<file path="config.mk">
export PLATFORM = sky130hd
export DESIGN_NAME = sort6_seq_ctrl
export DESIGN_NICKNAME = d
export VERILOG_FILES = /design/src/rtl/sort6_seq_ctrl.sv
export SDC_FILE = /design/constraint.sdc
export NUM_CORES = 1
export LEC_CHECK = 0
export CORE_ASPECT_RATIO = 1.1
export CORE_UTILIZATION = 25
export CTS_CLUSTER_DIAMETER = 60
export DETAILED_ROUTE_END_ITERATION = 12
export GPL_TIMING_DRIVEN = 1
export PLACE_DENSITY_LB_ADDON = 0.15
export SYNTH_ARGS = -nofsm -noshare
export SYNTH_HDL_FRONTEND = slang
export SYNTH_SLANG_ARGS = --single-unit
</file>
<file path="constraint.sdc">
create_clock -name clk -period 22.9 [get_ports clk]
set_input_delay 2.29 -clock clk [delete_from_list [all_inputs] [get_ports clk]]
set_output_delay 2.29 -clock clk [all_outputs]
set_load 0.01 [all_outputs]
</file>
<file path="src/rtl/sort6_seq_ctrl.sv">
// sort6_seq_ctrl: loads six bytes one at a time, then runs one compare-exchange
// pass per clock until the bytes are sorted, then streams them out smallest first.

// One compare-exchange cell of the pass network. The larger value moves on as
// the carry. Equal values are not swapped, which keeps the sort stable.
module sort6_cx_cell #(
    parameter int W = 8
) (
    input  logic [W-1:0] c_in,
    input  logic [W-1:0] e,
    output logic [W-1:0] lo,
    output logic [W-1:0] c_out,
    output logic         swap
);
    // A swap happens only when the carry is strictly greater than the element
    always_comb begin
        swap  = (c_in > e);
        lo    = swap ? e : c_in;
        c_out = swap ? c_in : e;
    end
endmodule

module sort6_seq_ctrl #(
    parameter int W        = 8,
    parameter int N        = 6,
    parameter int MAX_PASS = 5
) (
    input  logic         clk,
    input  logic         rst_n,
    input  logic         in_valid,
    output logic         in_ready,
    input  logic [W-1:0] in_data,
    output logic         out_valid,
    input  logic         out_ready,
    output logic [W-1:0] out_data,
    output logic         out_last,
    output logic         busy,
    output logic [2:0]   pass_cnt
);
    typedef enum logic [1:0] {LOAD, SORT, DRAIN} state_t;

    localparam logic [2:0] LAST_IDX = 3'(N - 1);
    localparam logic [2:0] PASS_LIM = 3'(MAX_PASS);

    state_t                  state, state_nxt;
    logic [2:0]              idx;
    logic [N-1:0][W-1:0]     e_q;
    logic [N-1:0][W-1:0]     pass_e;
    logic [N-1:0][W-1:0]     carry;
    logic [N-2:0]            swp;
    logic                    any_swap;
    logic [2:0]              pass_nxt;
    logic                    in_fire, out_fire;

    // Pass network: carry chain of N-1 cells, carry starts from lane 0
    assign carry[0] = e_q[0];
    for (genvar k = 1; k < N; k++) begin : g_cell
        sort6_cx_cell #(.W(W)) u_cell (
            .c_in  (carry[k-1]),
            .e     (e_q[k]),
            .lo    (pass_e[k-1]),
            .c_out (carry[k]),
            .swap  (swp[k-1])
        );
    end
    assign pass_e[N-1] = carry[N-1];
    assign any_swap    = |swp;
    assign pass_nxt    = pass_cnt + 3'd1;

    // Handshake outputs decode straight from state so reset clears them at once
    always_comb begin
        in_ready  = 1'b0;
        out_valid = 1'b0;
        out_data  = '0;
        out_last  = 1'b0;
        busy      = 1'b0;
        state_nxt = state;
        unique case (state)
            LOAD: begin
                in_ready = 1'b1;
                if (in_valid && idx == LAST_IDX) state_nxt = SORT;
            end
            SORT: begin
                busy = 1'b1;
                if (!any_swap || pass_nxt == PASS_LIM) state_nxt = DRAIN;
            end
            DRAIN: begin
                busy      = 1'b1;
                out_valid = 1'b1;
                out_data  = e_q[idx];
                out_last  = (idx == LAST_IDX);
                if (out_ready && idx == LAST_IDX) state_nxt = LOAD;
            end
            default: state_nxt = LOAD;
        endcase
    end

    assign in_fire  = in_valid && in_ready;
    assign out_fire = out_valid && out_ready;

    // State register
    always_ff @(posedge clk or negedge rst_n) begin
        if (!rst_n) state <= LOAD;
        else        state <= state_nxt;
    end

    // Element store, index and pass counter
    always_ff @(posedge clk or negedge rst_n) begin
        if (!rst_n) begin
            e_q      <= '0;
            idx      <= '0;
            pass_cnt <= '0;
        end else begin
            unique case (state)
                LOAD: if (in_fire) begin
                    e_q[idx] <= in_data;
                    if (idx == LAST_IDX) begin
                        idx      <= '0;
                        pass_cnt <= '0;
                    end else begin
                        idx <= idx + 3'd1;
                    end
                end
                SORT: begin
                    e_q      <= pass_e;
                    pass_cnt <= pass_nxt;
                end
                DRAIN: if (out_fire) begin
                    idx <= (idx == LAST_IDX) ? 3'd0 : idx + 3'd1;
                end
                default: idx <= '0;
            endcase
        end
    end
endmodule

</file>
# After elaboration in Yosys (flattened, before gate mapping)
# Index checks and enable logic that the tools add are counted.
[totals]
register_bits = 56
inputBits = 12
output_inout_bits = 15
word_cells = 81
[classes]
n_addsub = 2
n_lt_le_gt_ge = 7
n_eq_ne = 12
mux = 33
n_bitwise = 1
n_reduce_logical = 17
[op_table]
columns = ["cell", "n"]
rows = [
  ["$mux W8", 13],
  ["$pmux W48 S2", 1],
  ["$bwmux W48", 1],
  ["$mux W48", 1],
  ["$gt A8 B8 Y1", 5],
  ["$bmux W8 S3", 1],
  ["$demux W8 S3", 1],
  ["$mux W3", 5],
  ["$reduce_and A3 Y1", 5],
  ["$ne A2 B2 Y1 const B", 6],
  ["$pmux W3 S3", 1],
  ["$add A3 B1 Y3 const B", 2],
  ["$eq A3 B3 Y1 const B", 2],
  ["$mux W2", 3],
  ["$pmux W2 S3", 1],
  ["$pmux W3 S2", 1],
  ["$logic_and A1 B1 Y1", 5],
  ["$reduce_or A5 Y1", 1],
  ["$lt A3 B4 Y1 const B", 1],
  ["$mux W1", 4],
  ["$ne A2 B1 Y1 const B", 2],
  ["$ge A3 B1 Y1 const B", 1],
  ["$eq A2 B1 Y1 const B", 1],
  ["$eq A2 B2 Y1 const B", 1],
  ["other kinds (7)", 7],
]

# Logic depth before layout (Yosys ltp)
# Gate-level depths: netlist of the first run.
[logic_depth]
ltp_word = 14
depth_mapped = 42

# By module
# A second synthesis of the first run with hierarchy kept.
[hier_totals]
hier_cells = 572
area_unflattened_um2 = 5703.0
[modules_own_cells]
columns = ["module", "instances", "cells_per_inst", "area_each_um2", "seq_area_each_um2"]
rows = [
  ["sort6_seq_ctrl", 1, 352, 3382.0, 1401.3],
  ["sort6_cx_cell", 5, 44, 464.2, 0.0],
]

# Worst setup path before layout of the first run
# OpenSTA, ideal clock, no wires.
[synth_timing]
path_kind = "flip-flop to flip-flop"
start = "register e_q, in the netlist carry[7]"
end = "register state[1]"
setup_ns = 0.087
arrival_ns = 8.334
required_time_ns = 22.813
slack_ns = 14.480
path_stages_with_launch = 40
n_path_buf = 5
synth_period_minus_slack_ns = 8.420
cell_sequence = "dfrtp_1 > ha_1 > and4_1 > nand2_1 > a21o_2 > buf_2 > nand3_1 > a21boi_0 > inv_1 > ha_1 > and3_1 > a221o_1 > a22o_1 > buf_4 > a31oi_1 > ha_1 > nand4_1 > nor2_1 > (+4 left out) > mux2_2 > ha_1 > nor2b_1 > o211ai_1 > a211oi_1 > nor2_1 > clkbuf_1 > nor3_1 > a221oi_2 > inv_1 > ha_1 > nor2b_1 > o211ai_1 > a21oi_1 > o22a_1 > or4_4 > o211a_1 > a211oi_2"
[synth_via]
elab_chain_cells = 14
[synth_lines]
columns = ["item", "line_no", "source"]
rows = [
  ["start, declared", "47", "logic [N-1:0][W-1:0] e_q;"],
  ["start signal, assigned by index", "116", "e_q[idx] <= in_data;"],
  ["start signal, assigned", "125", "e_q <= pass_e;"],
  ["$gt A8 B8 Y1", "17", "swap = (c_in > e);"],
  ["$mux W8", "19", "c_out = swap ? c_in : e;"],
  ["$gt A8 B8 Y1", "17", ""],
  ["$mux W8", "19", ""],
  ["$gt A8 B8 Y1", "17", ""],
  ["$mux W8", "19", ""],
  ["$gt A8 B8 Y1", "17", ""],
  ["$mux W8", "19", ""],
  ["$gt A8 B8 Y1", "17", ""],
  ["$reduce_or A5 Y1 *", "67", "assign any_swap = |swp;"],
  ["$logic_not A1 Y1 *", "85", "if (!any_swap || pass_nxt == PASS_LIM) state_nxt = DRAIN;"],
  ["$logic_or A1 B1 Y1 *", "85", ""],
  ["$ne A2 B2 Y1 (no source line) *", "-", ""],
  ["$reduce_and A3 Y1 (no source line) *", "-", ""],
  ["end signal, assigned", "104", "else state <= state_nxt;"],
  ["end, declared", "45", "state_t state, state_nxt;"],
]
# Mark *: on every way between the ends. The rest lies on a longest branch, timed or not.
# A chain may end at the register's enable or synchronous reset.

# Worst setup path after layout of the first run
[layout_timing]
start = "register e_q, in the netlist carry[3]"
end = "register state[1]"
# Same word-level chain as after synthesis.

==> load_flow_metrics.sql, run 1 <==
INSERT INTO impl_metrics (metric_group, metric, value, unit) VALUES
('cells_and_area', 'flow.area_growth_from_synthesis', '12.8', '%'),
('grt', 'first_global_vias', '4926', ''),
('floorplan', 'num_io_pins', '27', ''),
('clock_network', 'cts.root.buffer_cell', 'sky130_fd_sc_hd__clkbuf_16', ''),
('yosys', 'synth.cell_area', '5190', 'um2'),
('timing', 'post-route-period-util', '44.3', '%'),
('clock_network', 'cts_sinks', '56', ''),
('yosys', 'post_synth_num_cell_types', '63', ''),
('detailed_routing', 'post-route-drc-count', '0', ''),
('worst_setup_path', 'critical_path.max_stage_delay', '0.82', 'ns'),
('worst_setup_path', 'crit_path_arrival_time', '10.37', 'ns'),
('yosys', 'syn-num-nets', '683', ''),
('floorplan', 'rows', '54', ''),
('floorplan', 'die_h', '153', 'um'),
('yosys', 'count_of_warnings_emitted_by_yosys', '0', ''),
('clock_network', 'cts-resized-gates', '0', ''),
('grt', 'grt.overflow.total', '0', ''),
('detailed_routing', 'ant_nets', '0', ''),
('job', 'timing.max_cap.violations', '0', ''),
('clock_network', 'h-tree-depth', '2', ''),
('placement', 'place.gp.congestion', '0.869', ''),
('worst_setup_path', 'timing.rr.start', 'carry[3]', ''),
('timing', 'report.final.slew_viol_count', '0', ''),
('yosys', 'ys_dominant_reg_cell', 'sky130_fd_sc_hd__dfrtp_1', ''),
('clock_network', 'cts-root-to-sink-buffers', '2', ''),
('cells_and_area', 'utilization', '29.2', '%'),
('floorplan', 'fp.dieArea', '21300', 'um2'),
('worst_setup_path', 'timing_worst_setup_path_type', 'reg -> reg', ''),
('worst_setup_path', 'slowest_cell_on_the_critical_path', 'sky130_fd_sc_hd__a22o_1', ''),
('worst_setup_path', 'critical_path.endpoint_type', 'flip-flop', ''),
('detailed_routing', 'detail_route.wl_per_cell', '20.4', 'um'),
('worst_setup_path', 'timing.critical_path.from_type', 'flip-flop', ''),
('floorplan', 'coreArea', '20100', 'um2'),
('clock_network', 'postCtsSetupRepairBufs', '0', ''),
('worst_setup_path', 'worstSetupStartpoint', 'carry[3]', ''),
('detailed_routing', 'dr_total_vias', '5108', ''),
('timing', 'clock_skew', '0.0113', 'ns'),
('timing', 'rsz_0062_raised_after_global_routing', 'no', ''),
('min_path', 'hold_path.startpoint', 'pass_cnt[0]', ''),
('grt', 'grt_pass1_wl', '28900', 'um'),
('detailed_routing', 'vias_per_cell', '5.76', ''),
('cells_and_area', 'antenna-diode-count', '0', ''),
('cells_and_area', 'proportion_of_layout_cells_with_a_drive_suffix_above_1', '10.4', '%'),
('clock_network', 'clkSlewWorstSetupHoldPaths', '0.08', 'ns'),
('grt', 'number_of_antenna_violations_at_the_first_check_in_global_routing', '0', ''),
('worst_setup_path', 'timing.critical_path.required', '23.13', 'ns'),
('grt', 'grt_max_degree', '57', ''),
('worst_setup_path', 'max_fanout_on_critical_path', '32', ''),
('yosys', 'ys_seq_elements', '56', ''),
('timing', 'timing.fmax', '98.6', 'MHz'),
('yosys', 'postSynthAreaPerCell', '8.29', 'um2'),
('yosys', 'async_flop_share', '100', '%'),
('yosys', 'number_of_enable_flip_flop_cells_after_synthesis', '0', ''),
('clock_network', 'cts_tree', 'done', ''),
('detailed_routing', 'drt_first_pass_iters', '6', ''),
('worst_setup_path', 'timing.critical_path.mode_cell', 'sky130_fd_sc_hd__ha_1', ''),
('cells_and_area', 'final-seq-area', '1400', 'um2'),
('floorplan', 'effective_utilization_at_floorplan', '25.9', '%'),
('cells_and_area', 'area_of_the_multi_input_gates', '3440', 'um2'),
('cells_and_area', 'layout.filler_cells', '2134', ''),
('yosys', 'synth-seq-area-share', '27.0', '%'),
('placement', 'portBuffers', '26', ''),
('clock_network', 'cts_hold_buf', '0', ''),
('timing', 'final-setup-viol-count', '0', ''),
('clock_network', 'cts_buffers', '5', ''),
('timing', 'final_period_minus_worst_setup_slack', '10.14', 'ns'),
('floorplan', 'die_x', '139', 'um'),
('min_path', 'hp-class', 'reg -> reg', ''),
('yosys', 'synth_cells', '626', ''),
('timing', 'timing.slew.headroom', '24.0', '%'),
('timing', 'worstMarginPinSlew', '1.14', 'ns'),
('detailed_routing', 'totalWireLength', '18100', 'um'),
('timing', 'setup-tns-final', '0', 'ns'),
('cells_and_area', 'finalNetCount', '691', ''),
('status', 'outcome', 'finished clean', ''),
('timing', 'timing.final.hold_violations', '0', ''),
('placement', 'post-dp-hpwl', '13600', 'um'),
('detailed_routing', 'drt_first_iter_violations', '566', ''),
('grt', 'grt_usage', '17.4', '%'),
('clock_network', 'clock_latency', '0.32', 'ns');
[synthesized netlist by cell type, drive strengths merged, types with 2 or more instances]
| library cell | number | area (um2) |
|---|---|---|
| nor2 | 63 | 236 |
| nand2 | 59 | 236 |
| dfrtp | 56 | 1400 |
| inv | 52 | 195 |
| a21oi | 45 | 229 |
| ha | 45 | 563 |
| o21ai | 43 | 219 |
| clkbuf | 24 | 90.1 |
| nand3 | 24 | 120 |
| a221oi | 18 | 170 |
| nor3 | 18 | 90.1 |
| a221o | 15 | 150 |
| mux2 | 15 | 169 |
| a22oi | 14 | 110 |
| o221ai | 13 | 114 |
| mux2i | 11 | 110 |
| a31oi | 10 | 75.1 |
| buf | 10 | 56.3 |
| mux4 | 8 | 180 |
| nand4 | 8 | 56.3 |
| a21o | 6 | 46.3 |
| and3 | 6 | 37.5 |
| nor2b | 6 | 37.5 |
| a21bo | 5 | 50.1 |
| nand2b | 5 | 31.3 |
| o211ai | 5 | 37.5 |
| a32o | 4 | 40.0 |
| o21a | 4 | 30.0 |
| o22a | 4 | 35.0 |
| a21boi | 3 | 26.3 |
| a311oi | 3 | 45.0 |
| and2 | 3 | 18.8 |
| a211oi | 2 | 20.0 |
| a22o | 2 | 17.5 |
| and4 | 2 | 17.5 |
| clkinv | 2 | 7.51 |
| o211a | 2 | 20.0 |
[cell usage in the layout (no fill, tap or decap), types with 3 or more instances in the layout]
master and n:
sky130_fd_sc_hd__a21bo_2 5, sky130_fd_sc_hd__a21o_1 5, sky130_fd_sc_hd__a21oi_1 44, sky130_fd_sc_hd__a221o_1 15, sky130_fd_sc_hd__a221oi_1 16, sky130_fd_sc_hd__a22oi_1 13, sky130_fd_sc_hd__a311oi_2 3, sky130_fd_sc_hd__a31oi_1 8
sky130_fd_sc_hd__a32o_1 4, sky130_fd_sc_hd__and3_1 6, sky130_fd_sc_hd__buf_4 9, sky130_fd_sc_hd__clkbuf_16 5, sky130_fd_sc_hd__clkdlybuf4s50_1 25, sky130_fd_sc_hd__dfrtp_1 56, sky130_fd_sc_hd__ha_1 44, sky130_fd_sc_hd__inv_1 52
sky130_fd_sc_hd__mux2_2 15, sky130_fd_sc_hd__mux2i_1 11, sky130_fd_sc_hd__mux4_2 8, sky130_fd_sc_hd__nand2_1 57, sky130_fd_sc_hd__nand2b_1 5, sky130_fd_sc_hd__nand3_1 24, sky130_fd_sc_hd__nand4_1 7, sky130_fd_sc_hd__nor2_1 63
sky130_fd_sc_hd__nor2b_1 6, sky130_fd_sc_hd__nor3_1 18, sky130_fd_sc_hd__o211ai_1 5, sky130_fd_sc_hd__o21a_1 4, sky130_fd_sc_hd__o21ai_0 39, sky130_fd_sc_hd__o21ai_1 3, sky130_fd_sc_hd__o221ai_1 13, sky130_fd_sc_hd__o22a_1 4
[path summary, 6_finish.rpt]
| kind | endpoint | slack, ns | cells after the start |
|---|---|---|---|
| min | pass_cnt[0] | 0.55 | 1 |
| max in group asynchronous | e_q[24] | 20.24 | 2 |
| min reg2reg | pass_cnt[0] | 0.55 | 1 |
| max | state[1] | 12.76 | 36 |
| max reg2reg | state[1] | 12.76 | 36 |
| min in group asynchronous | pass_cnt[2] | 2.14 | 2 |
[critical path, delay by kind of cell (launching register included)]
kind	cells	cell delay, ns
adder cells (fa/ha/maj)	5	1.69
buffers and inverters	4	0.79
AO/OA/AOI/OAI	13	4.33
flip-flops	1	0.49
multiplexers	1	0.39
AND/OR/NAND/NOR	13	2.33
[registers in the layout (all words and copies together), names as in the netlist]
register	cells
carry	8
e_q	40
idx	3
pass_cnt	3
state	2
[cell families (layout without fill, tap and decap cells)]
logic type	after synthesis	in the layout	synth area share, %
AO/OA/AOI/OAI	203	203	28.7
XOR/XNOR	1	1	0.169
adder cells (fa/ha/maj)	45	45	10.8
buffers and inverters	88	97	6.73
flip-flops	56	56	27.0
multiplexers	34	34	8.85
AND/OR/NAND/NOR	199	199	17.7
[layout make-up]
type | count | share of cell area (%)
multi-input combinational | 482 | 58.8
tap | 252 | 5.39
sequential | 56 | 23.9
clock buffer | 5 | 2.14
clock inverter | 3 | 0.727
inverter | 54 | 3.46
timing repair buffer | 35 | 5.52
[per-stage QoR]
step	worst slack, ns	hold WS [ns]	instance area [um2]	instances
after global placement	12.96	0.526	5680	879
after floorplan	14.48	0.513	5190	626
after CTS	12.90	0.550	5850	887
final	12.76	0.545	5850	887
after detailed placement	12.94	0.532	5680	879
after global routing	12.14	0.576	5850	887
[per-layer routing]
layer  global-route usage [%]  routed length (um)  vias to the layer above
met1                     23.6                8160                     2501
li1                         -                   -                     2365
met3                     2.13                1060                       24
met4                     4.92                 314                        0
met2                     28.7                8520                      218
met5                        0                   0                        -
Power of run 1 is not shown: default switching activity piles up to over one toggle a cycle in this logic, so the estimate is an artifact.
==> run 2, diff against run 1 <==
clock period = 9.05 ns   (was 22.9 ns; I/O delays follow)
==> run 2 against run 1 <==
  * Sequential share of layout area down 0.85 points
  * Non-clock buffer count up 17
  * Global-route usage grew 0.45 points
  * Sequential cell count is the same
  * Die area unchanged
==> load_flow_metrics.sql, run 2 (synthesized netlist as in run 1, its figures left out) <==
INSERT INTO impl_metrics (metric_group, metric, value, unit) VALUES
('detailed_routing', 'vias_per_cell', '5.65', ''),
('timing', 'timing.final.hold_violations', '0', ''),
('placement', 'post-dp-hpwl', '14000', 'um'),
('worst_setup_path', 'timing_worst_setup_path_type', 'reg -> reg', ''),
('worst_setup_path', 'critical_path.max_stage_delay', '0.47', 'ns'),
('cells_and_area', 'utilization', '30.3', '%'),
('floorplan', 'fp.dieArea', '21300', 'um2'),
('cells_and_area', 'layout_commonest_cell', 'sky130_fd_sc_hd__nor2_1', ''),
('timing', 'final_period_minus_worst_setup_slack', '8.52', 'ns'),
('worst_setup_path', 'critical_path.endpoint_type', 'flip-flop', ''),
('cells_and_area', 'antenna-diode-count', '0', ''),
('detailed_routing', 'post-route-drc-count', '0', ''),
('cells_and_area', 'area_of_the_multi_input_gates', '3470', 'um2'),
('detailed_routing', 'dr_total_vias', '5108', ''),
('worst_setup_path', 'timing.critical_path.mode_cell', 'sky130_fd_sc_hd__ha_1', ''),
('floorplan', 'die_x', '139', 'um'),
('min_path', 'hp-class', 'reg -> reg', ''),
('clock_network', 'cts-root-to-sink-buffers', '2', ''),
('detailed_routing', 'totalWireLength', '18500', 'um'),
('timing', 'post-route-period-util', '94.2', '%'),
('clock_network', 'cts_hold_buf', '0', ''),
('timing', 'timing.slew.headroom', '22.9', '%'),
('cells_and_area', 'proportion_of_layout_cells_with_a_drive_suffix_above_1', '13.7', '%'),
('clock_network', 'cts_buffers', '5', ''),
('timing', 'timing.fmax', '117', 'MHz'),
('detailed_routing', 'drt_first_iter_violations', '438', ''),
('grt', 'first_global_vias', '5064', ''),
('worst_setup_path', 'timing.critical_path.required', '9.29', 'ns'),
('floorplan', 'num_io_pins', '27', ''),
('timing', 'final-setup-viol-count', '0', ''),
('clock_network', 'cts.root.buffer_cell', 'sky130_fd_sc_hd__clkbuf_16', ''),
('clock_network', 'clkSlewWorstSetupHoldPaths', '0.08', 'ns'),
('placement', 'portBuffers', '26', ''),
('clock_network', 'clock_latency', '0.32', 'ns'),
('detailed_routing', 'drt_first_pass_iters', '5', ''),
('detailed_routing', 'ant_nets', '0', ''),
('timing', 'worstMarginPinSlew', '1.16', 'ns'),
('grt', 'grt_usage', '17.8', '%'),
('placement', 'place.gp.congestion', '0.854', ''),
('worst_setup_path', 'slowest_cell_on_the_critical_path', 'sky130_fd_sc_hd__dfrtp_1', ''),
('detailed_routing', 'detail_route.wl_per_cell', '20.5', 'um'),
('clock_network', 'cts_tree', 'done', ''),
('worst_setup_path', 'crit_path_arrival_time', '8.76', 'ns'),
('cells_and_area', 'largest_register_ff_count', '40', ''),
('timing', 'clock_skew', '0.0104', 'ns'),
('grt', 'grt.overflow.total', '0', ''),
('clock_network', 'h-tree-depth', '2', ''),
('grt', 'grt_pass1_wl', '29200', 'um'),
('timing', 'hold_slack', '0.551', 'ns'),
('floorplan', 'rows', '54', ''),
('cells_and_area', 'largest-register', 'e_q', ''),
('worst_setup_path', 'path_buf_inv', '3', ''),
('worst_setup_path', 'max_fanout_on_critical_path', '20', ''),
('cells_and_area', 'layout.filler_cells', '2120', ''),
('cells_and_area', 'finalNetCount', '708', ''),
('floorplan', 'die_h', '153', 'um'),
('worst_setup_path', 'timing.critical_path.from_type', 'flip-flop', ''),
('cells_and_area', 'flow.area_growth_from_synthesis', '17.0', '%'),
('grt', 'grt_max_degree', '57', ''),
('grt', 'number_of_antenna_violations_at_the_first_check_in_global_routing', '0', ''),
('worst_setup_path', 'cp_top_family', 'compound AO/OA/AOI/OAI gates', ''),
('floorplan', 'coreArea', '20100', 'um2'),
('clock_network', 'cts_sinks', '56', ''),
('timing', 'rsz_0062_raised_after_global_routing', 'no', ''),
('status', 'outcome', 'finished clean', ''),
('timing', 'setup-tns-final', '0', 'ns'),
('cells_and_area', 'most-common-layout-cells', '61 x sky130_fd_sc_hd__nor2_1, 57 x sky130_fd_sc_hd__nand2_1, 55 x sky130_fd_sc_hd__dfrtp_1', ''),
('floorplan', 'effective_utilization_at_floorplan', '25.9', '%'),
('job', 'timing.max_cap.violations', '0', ''),
('placement', 'place_ws', '0.0862', 'ns'),
('timing', 'fin_ws', '0.525', 'ns'),
('timing', 'report.final.slew_viol_count', '0', ''),
('cells_and_area', 'final-seq-area', '1400', 'um2');
run 2: worst paths after layout:
check                              endpoint  depth (start not counted)         from  slack [ns]
worst max-delay path               state[1]                         34     carry[3]        0.53
worst min-delay path            pass_cnt[0]                          1  pass_cnt[0]        0.55
worst max register to register     state[1]                         34     carry[3]        0.53
worst min register to register  pass_cnt[0]                          1  pass_cnt[0]        0.55
max in group asynchronous           e_q[10]                          2        rst_n        7.72
min in group asynchronous       pass_cnt[0]                          2        rst_n        0.76
run 2: worst register-to-register path, delay by kind of cell (launching register included):
kind	cells	cell delay, ns
AOI/OAI and AO/OA	13	3.14
adders and majority gates	5	1.63
buffers and inverters	3	0.50
DFF	1	0.47
muxes	1	0.36
and+or+nand+nor	12	2.36
run 2: final cells by class:
type | count | share of cell area (%)
multi-input cells | 482 | 57.1
flip-flops and latches | 56 | 23.1
repair buffers | 52 | 7.68
well taps | 252 | 5.19
inverters | 54 | 3.34
clock buffers | 5 | 2.06
clock inverters | 3 | 1.48
run 2: what timing repair did:
action | CTS | global route
resized for setup | 0 | 12
buffers inserted | 0 | 3
endpoints found under the setup margin | 0 | 18
run 2: per-layer routing:
layer,wire [um],vias to the layer above,global-route usage [%]
met5,0,-,0
met4,397,0,5.66
met3,943,31,2.76
met2,8950,172,29.7
met1,8240,2520,23.4
li1,-,2385,-
run 2: per-stage QoR:
| stage | instances | area, um2 |
|---|---|---|
| finish | 904 | 6070 |
| global route | 904 | 6070 |
| CTS | 901 | 6020 |
| detailed placement | 893 | 5800 |
| global placement | 893 | 5800 |
| floorplan | 626 | 5190 |
Power of run 2 is left out for the same reason.
